--- config.mk ---
export PLATFORM = sky130hd
export DESIGN_NAME = cpu7_excp_ctl
export DESIGN_NICKNAME = d
export VERILOG_FILES = /design/src/rtl/cpu7_excp_ctl.sv
export SDC_FILE = /design/constraint.sdc
export NUM_CORES = 1
export LEC_CHECK = 0
export CAP_MARGIN = 20
export CORE_AREA = 2 2 150 152
export DETAILED_ROUTE_END_ITERATION = 10
export DIE_AREA = 0 0 152 154
export GPL_TIMING_DRIVEN = 0
export SETUP_SLACK_MARGIN = 0.1
export SYNTH_ARGS = -nofsm -noshare
export SYNTH_HDL_FRONTEND = slang
export SYNTH_SLANG_ARGS = --single-unit
--- constraint.sdc ---
create_clock -name clk -period 4 [get_ports clk]
set_clock_uncertainty 0.15 [all_clocks]
set_input_delay 0.8 -clock clk [delete_from_list [all_inputs] [get_ports clk]]
set_output_delay 0.8 -clock clk [all_outputs]
set_load 0.03 [all_outputs]
--- src/rtl/cpu7_excp_ctl.sv ---
// Exception / ertn controller for the cpu7 _e stage: CSR access gating, trap
// priority, and an IFU redirect handshake. Optional macro: CPU7_EXT_INTR_SYNC_EN.
module cpu7_excp_ctl #(
    parameter int GRLEN          = 32,
    parameter int LSOC1K_CSR_BIT = 14
) (
    input  logic                      clk,
    input  logic                      resetn,
    input  logic                      valid_e,
    input  logic [GRLEN-1:0]          pc_e,
    input  logic [1:0]                csr_op_e,
    input  logic [LSOC1K_CSR_BIT-1:0] csr_num_e,
    input  logic [GRLEN-1:0]          rd_data_e,
    input  logic [GRLEN-1:0]          rj_data_e,
    input  logic                      ertn_e,
    input  logic                      syscall_e,
    input  logic                      break_e,
    input  logic                      ine_e,
    input  logic                      ale_e,
    input  logic [GRLEN-1:0]          mem_addr_e,
    input  logic                      csr_crmd_ie,
    input  logic                      csr_timer_intr,
    input  logic                      ext_intr,
    input  logic [GRLEN-1:0]          csr_eentry,
    input  logic [GRLEN-1:0]          csr_era,
    input  logic                      ifu_redirect_ack,
    output logic [LSOC1K_CSR_BIT-1:0] csr_raddr,
    output logic [LSOC1K_CSR_BIT-1:0] csr_waddr,
    output logic [GRLEN-1:0]          csr_wdata,
    output logic [GRLEN-1:0]          csr_mask,
    output logic                      csr_wen,
    output logic                      exu_ifu_except,
    output logic [5:0]                ecl_csr_exccode_e,
    output logic [GRLEN-1:0]          ecl_csr_badv_e,
    output logic                      ecl_csr_ertn_e,
    output logic                      redirect_valid,
    output logic [GRLEN-1:0]          redirect_pc,
    output logic                      kill_e
);

    // state    | meaning
    // IDLE     | accepting _e events, CSR writes and traps allowed
    // WAIT_ACK | redirect outstanding, all _e events squashed until IFU ack
    typedef enum logic {IDLE = 1'b0, WAIT_ACK = 1'b1} state_t;

    state_t state;
    logic   ext_intr_q;
    logic   int_pend;
    logic   in_idle;
    logic   trap_take;
    logic   ertn_take;
    logic   is_csr_wr;

`ifdef CPU7_EXT_INTR_SYNC_EN
    logic ext_sync1;
    logic ext_sync2;

    always_ff @(posedge clk or negedge resetn) begin
        if (!resetn) begin
            ext_sync1 <= 1'b0;
            ext_sync2 <= 1'b0;
        end else begin
            ext_sync1 <= ext_intr;
            ext_sync2 <= ext_sync1;
        end
    end

    assign ext_intr_q = ext_sync2;
`else
    assign ext_intr_q = ext_intr;
`endif

    assign int_pend  = csr_crmd_ie & (csr_timer_intr | ext_intr_q);
    assign in_idle   = (state == IDLE);
    assign trap_take = valid_e & in_idle &
                       (int_pend | ine_e | syscall_e | break_e | ale_e);
    assign ertn_take = valid_e & in_idle & ertn_e & ~trap_take;
    assign is_csr_wr = (csr_op_e == 2'd2) | (csr_op_e == 2'd3);

    assign csr_raddr = csr_num_e;
    assign csr_waddr = csr_num_e;
    assign csr_wdata = rd_data_e;
    assign csr_wen   = valid_e & is_csr_wr & in_idle & ~trap_take;

    always_comb begin
        csr_mask = '0;
        case (csr_op_e)
            2'd2:    csr_mask = '1;
            2'd3:    csr_mask = rj_data_e;
            default: csr_mask = '0;
        endcase
    end

    // Priority: interrupt > ine > syscall > break > ale
    always_comb begin
        ecl_csr_exccode_e = 6'h00;
        ecl_csr_badv_e    = '0;
        if (trap_take) begin
            ecl_csr_badv_e = pc_e;
            if (int_pend)
                ecl_csr_exccode_e = 6'h00;
            else if (ine_e)
                ecl_csr_exccode_e = 6'h0D;
            else if (syscall_e)
                ecl_csr_exccode_e = 6'h0B;
            else if (break_e)
                ecl_csr_exccode_e = 6'h0C;
            else begin
                ecl_csr_exccode_e = 6'h09;
                ecl_csr_badv_e    = mem_addr_e;
            end
        end
    end

    assign exu_ifu_except = trap_take;
    assign ecl_csr_ertn_e = ertn_take;
    assign kill_e         = trap_take | ertn_take | (state == WAIT_ACK);

    always_ff @(posedge clk or negedge resetn) begin
        if (!resetn) begin
            state          <= IDLE;
            redirect_valid <= 1'b0;
            redirect_pc    <= '0;
        end else begin
            case (state)
                IDLE: begin
                    if (trap_take) begin
                        state          <= WAIT_ACK;
                        redirect_valid <= 1'b1;
                        redirect_pc    <= csr_eentry;
                    end else if (ertn_take) begin
                        state          <= WAIT_ACK;
                        redirect_valid <= 1'b1;
                        redirect_pc    <= csr_era;
                    end
                end
                WAIT_ACK: begin
                    if (ifu_redirect_ack) begin
                        state          <= IDLE;
                        redirect_valid <= 1'b0;
                    end
                end
                default: begin
                    state          <= IDLE;
                    redirect_valid <= 1'b0;
                end
            endcase
        end
    end

endmodule

**Word level (Yosys, flattened, before mapping)**

Cells that the tools add are included.

- Output and inout bits: 167
- Input port bits: 220
- Flip-flop bits (word level): 34
- Logic and storage cells: 49

- Bitwise operators: 18
- Equality and inequality tests: 4
- Reductions and logical operators: 3
- Mux-type cells: 21

Operator list:

| kind | number |
|---|---|
| 32-bit 2-to-1 mux | 7 |
| 32-bit one-hot mux with 2 select lines | 1 |
| 3-bit 2-to-1 mux | 3 |
| 1-bit AND | 8 |
| 4-bit 2-to-1 mux | 2 |
| 1-bit bitwise OR | 8 |
| 1-bit 2-to-1 mux | 6 |
| 2-bit == test, second input constant | 2 |
| 1-bit one-hot mux with 2 select lines | 2 |
| 2-bit AND reduction | 2 |
| 3-bit by 1-bit != test with 1-bit output, second input constant | 1 |
| 2-bit != test, second input constant | 1 |
| 1-bit NOT | 2 |
| 2-bit nonzero test | 1 |

**Logic depth before layout (Yosys ltp)**

- Word-level depth: 12
- Mapped depth: 5
- Gate-level depth less buffers: 3

**Least setup slack after synthesis**

Ideal clock, no wire load.

- Path kind: input to output
- From: input break_e
- To: output ecl_csr_ertn_e
- Data required time: 3.050 ns
- Buffers on the path: 2
- Arrival time: 2.440 ns
- Slack: 0.610 ns
- Cell stages on the path: 4
- Cell sequence: or3_1 buf_6 clkbuf_1 nor4_1

- Cells in the longest elaborated chain, start to end: 5

Ends and longest elaborated chain:

| what | RTL line | RTL |
|---|---|---|
| from (decl) | 17 | `input logic break_e,` |
| 1-bit bitwise OR (2 in a row) | 76 | `(int_pend \| ine_e \| syscall_e \| break_e \| ale_e);` |
| 1-bit AND | 75 | `assign trap_take = valid_e & in_idle &` |
| 1-bit NOT | 77 | `assign ertn_take = valid_e & in_idle & ertn_e & ~trap_take;` |
| 1-bit AND | 77 |  |
| to (decl) | 35 | `output logic ecl_csr_ertn_e,` |

No other way between the ends.

**Worst setup path after layout**

- From: input break_e
- To: output ecl_csr_exccode_e[3]

- Cells in the longest elaborated chain, start to end: 4

Ends and longest elaborated chain:

| what | RTL line | RTL |
|---|---|---|
| 1-bit bitwise OR (2 in a row) | 76 |  |
| 1-bit AND | 75 |  |
| 4-bit 2-to-1 mux | 98 | `if (trap_take) begin` |
| to (decl) | 33 | `output logic [5:0] ecl_csr_exccode_e,` |

No other way between the ends.

==> qor.tcl <==
set qor(final_period_minus_worst_setup_slack_ns) 3.768
set qor(synth_largest_type_area_fraction_pct) 26.25
set qor(grt_max_degree) 35
set qor(placed_wire_length_estimate_um) 14310
set qor(finalSetupViolations) 0
set qor(tritoncts) {yes}
set qor(io_pins) 387
set qor(detail_route.first_pass.iterations) 4
set qor(postSynth.topFlopCell) {sky130_fd_sc_hd__dfrtp_1}
set qor(synth.avg_cell_area_sq_um) 8.461
set qor(globalRoute.totalOverflow) 0
set qor(preCtsSetupSlack_ns) -0.6682
set qor(cp-end-kind) {output port}
set qor(grt_pass1_wl_um) 24850
set qor(nFillCells) 2312
set qor(syn-cell-area_sq_um) 3241
set qor(initial_antenna_violation_count) 3
set qor(io_buffer_count) 337
set qor(post-route-worst-setup-slack_ns) 0.2320
set qor(synthesis.yosys.warnings) 0
set qor(maxCapViolCount) 0
set qor(worst_path_largest_cell_delay_ns) 0.60
set qor(synth-seq-area-share_pct) 26.25
set qor(worstSetupPathType) {in -> out}
set qor(first_iter_violations) 125
set qor(path_cells) {clkdlybuf4s50_1 -> or3_1 -> buf_6 -> nor3_1 -> nor2_1 -> clkdlybuf4s50_1}
set qor(worst_ir_drop_vdd_mv) 0.3182
set qor(die_width_um) 152
set qor(netlist_instances) 383
set qor(htree_num_levels) 2
set qor(wl_per_cell_um) 16.62
set qor(ff2ff_setup_slack_ns) 1.79
set qor(reg_to_reg_endpoint) {redirect_pc[3]}
set qor(slew_headroom_pct) 46.06
set qor(clock_sink_count) 34
set qor(drive_above_1_share_pct) 21.75
set qor(dp_cells) 1001
set qor(final_core_utilization_pct) 33.02
set qor(critical-path-top-cell-by-count) {sky130_fd_sc_hd__clkdlybuf4s50_1}
set qor(fin_cells) 1014
set qor(synthDistinctLibCells) 26
set qor(fmax_mhz) 265.4
set qor(route.detailed.drc) 0
set qor(finalCritPeriodShare_pct) 94.20
set qor(startpoint_type) {primary input}
set qor(ys_ff_latch) 34
set qor(cell_types_with_the_largest_area_share_after_synthesis) {sky130_fd_sc_hd__dfrtp_1 (26%), sky130_fd_sc_hd__mux2_2 (21%), sky130_fd_sc_hd__buf_4 (14%), sky130_fd_sc_hd__a21boi_0 (7.4%), sky130_fd_sc_hd__nand4_1 (6.2%)}
set qor(clk_latency_ns) 0.28
set qor(critical-path-slowest-cell) {sky130_fd_sc_hd__clkdlybuf4s50_1}
set qor(timing.reg2reg.worst_path_depth) 4
set qor(post_drt_via_cell_ratio) 4.003
set qor(drv_slew) 0
set qor(critical_r2r_launch) {state}
set qor(hold_path.startpoint) {redirect_valid}
set qor(powerDensity_nw_per_um2) 291.8
set qor(holdCritPathClass) {reg -> reg}
set qor(core-area_sq_um) 21690
set qor(hold_ws_ns) 0.4169
set qor(synth-edff-count) 0
set qor(worst_ep_required_time_ns) 3.05
set qor(clock_tree.buffer_depth) 2
set qor(finalWeightedCongestion) 0.7784
set qor(cts_buffer_count) 5
set qor(worst-slew-pin-transition_ns) 0.8091
set qor(vias) 4059
set qor(cellLeakagePower_uw) 0.003027
set qor(min_to) {redirect_valid}
set qor(critical_path_peak_fanout) 9
set qor(fin_nets) 950
set qor(clk_pin_slew_worst_paths_ns) 0.06
set qor(post_synthesis_async_set_or_reset_flop_share_pct) 100.0
set qor(synth_top_cell_by_area) {sky130_fd_sc_hd__dfrtp_1}
set qor(hold-path-cell-count) 2
set qor(num_rows) 54
set qor(result_of_the_run) {completed}
set qor(grt_setup_unrepaired) {false}
set qor(die_area_sq_um) 23410
set qor(first_global_vias) 4203
set qor(die_outline_height_um) 154
set qor(initial_core_util_pct) 14.94
set qor(totalNegativeSetupSlack_ns) 0
set qor(areaGrowthSynthToFinish_pct) 121.0
set qor(worst-endpoint-arrival_ns) 2.82
set qor(timing_hold_violations_final) 0
set qor(drt.antenna.violating_nets) 0
set qor(drt-total-wl_um) 16850
set qor(global_route.usage.total_pct) 13.51
set qor(cts_root_buf) {sky130_fd_sc_hd__clkbuf_16}
[critical path: cells and delay by family]
family                 cells  cell delay, ns
buffers and inverters      3            1.28
AND/OR/NAND/NOR            3            0.73
[layer usage]
layer / track usage [%] / wire length (um)
met5: 0 / 0
met3: 4.369 / 1367
met2: 25.46 / 8971
met1: 14.35 / 6249
met4: 3.872 / 261
[Yosys cell counts, types with 2 or more instances]
master                      n
sky130_fd_sc_hd__dfrtp_1   34
sky130_fd_sc_hd__clkbuf_1  29
sky130_fd_sc_hd__buf_4     62
sky130_fd_sc_hd__inv_1     38
sky130_fd_sc_hd__nor2_1     4
sky130_fd_sc_hd__mux2_2    61
sky130_fd_sc_hd__buf_6      4
sky130_fd_sc_hd__mux2_1     3
sky130_fd_sc_hd__a21oi_1   33
sky130_fd_sc_hd__nor3_1     3
sky130_fd_sc_hd__nand2_1    2
sky130_fd_sc_hd__nor4_1     2
sky130_fd_sc_hd__o21ai_0   33
sky130_fd_sc_hd__a21boi_0  32
sky130_fd_sc_hd__nand4_1   32
[flip-flops by register name (all words and copies together) (netlist names)]
name and cells:
redirect_pc 32, redirect_valid 1, state 1
[final cells by class]
class | count | area (sq um) | share of cell area, %
Sequential cell | 34 | 850.8 | 11.88
Tap cell | 280 | 350.3 | 4.893
Buffer | 95 | 638.1 | 8.911
Clock inverter | 3 | 21.27 | 0.2970
Timing Repair Buffer | 339 | 3357 | 46.88
Multi-Input combinational cell | 217 | 1668 | 23.29
Antenna cell | 3 | 7.507 | 0.1048
Inverter | 38 | 142.6 | 1.992
Clock buffer | 5 | 125.1 | 1.747
[kinds of logic after synthesis]
logic type / after synthesis / synth area share [%]
AOI/OAI and AO/OA: 104 / 19.34
buffers and inverters: 133 / 23.51
DFF: 34 / 26.25
muxes: 64 / 22.24
other: 1 / 0.1157
and+or+nand+nor: 47 / 8.533
[cells in the final DEF (no fill, tap or decap), types with 2 or more instances in the layout]
master                            Yosys  final
sky130_fd_sc_hd__conb_1               1      2
sky130_fd_sc_hd__clkdlybuf4s50_1      0    302
sky130_fd_sc_hd__clkbuf_2             0     16
sky130_fd_sc_hd__a21boi_0            32     32
sky130_fd_sc_hd__dlymetal6s2s_1       0      2
sky130_fd_sc_hd__clkbuf_1            29     14
sky130_fd_sc_hd__clkbuf_16            0      5
sky130_fd_sc_hd__nand4_1             32     32
sky130_fd_sc_hd__nand2_1              2      2
sky130_fd_sc_hd__buf_4               62     63
sky130_fd_sc_hd__mux2_2              61     61
sky130_fd_sc_hd__nor3_1               3      2
sky130_fd_sc_hd__a21oi_1             33     33
sky130_fd_sc_hd__diode_2              0      3
sky130_fd_sc_hd__buf_6                4      4
sky130_fd_sc_hd__mux2_1               3      3
sky130_fd_sc_hd__dfrtp_1             34     34
sky130_fd_sc_hd__nor2_1               4      4
sky130_fd_sc_hd__o21ai_0             33     33
sky130_fd_sc_hd__dlygate4sd2_1        0     31
sky130_fd_sc_hd__inv_1               38     38
[power by group]
part	switching (uW)	leakage [uW]	total (uW)	internal [uW]
Clock	157	0.0000698	387	230
Sequential	43.8	0.000397	474	430
Combinational	613	0.00256	1230	616
[through the flow]
step	instance area [sq um]	power, uW
finish	7161	2089
global route	7161	2213
CTS	7146	2125
detailed placement	6963	1725
global placement	6968	1719
floorplan	3244	1134
[repair_timing]
item	in CTS	in global routing
setup buffers	2	0
resized for setup	52	7
setup endpoints to repair	40	7
hold buffers	0	0
pin swaps	2	0
[worst max path at each step]
stage | start | to | cells past startpoint
global placement | ine_e | ecl_csr_badv_e[7] | 6
floorplan | break_e | ecl_csr_ertn_e | 4
global route | csr_crmd_ie | ecl_csr_badv_e[14] | 7
finish | break_e | ecl_csr_exccode_e[3] | 6
CTS | csr_crmd_ie | ecl_csr_badv_e[7] | 7
detailed placement | ine_e | ecl_csr_badv_e[7] | 6
Note: power is estimated with default switching activity, not from simulation.
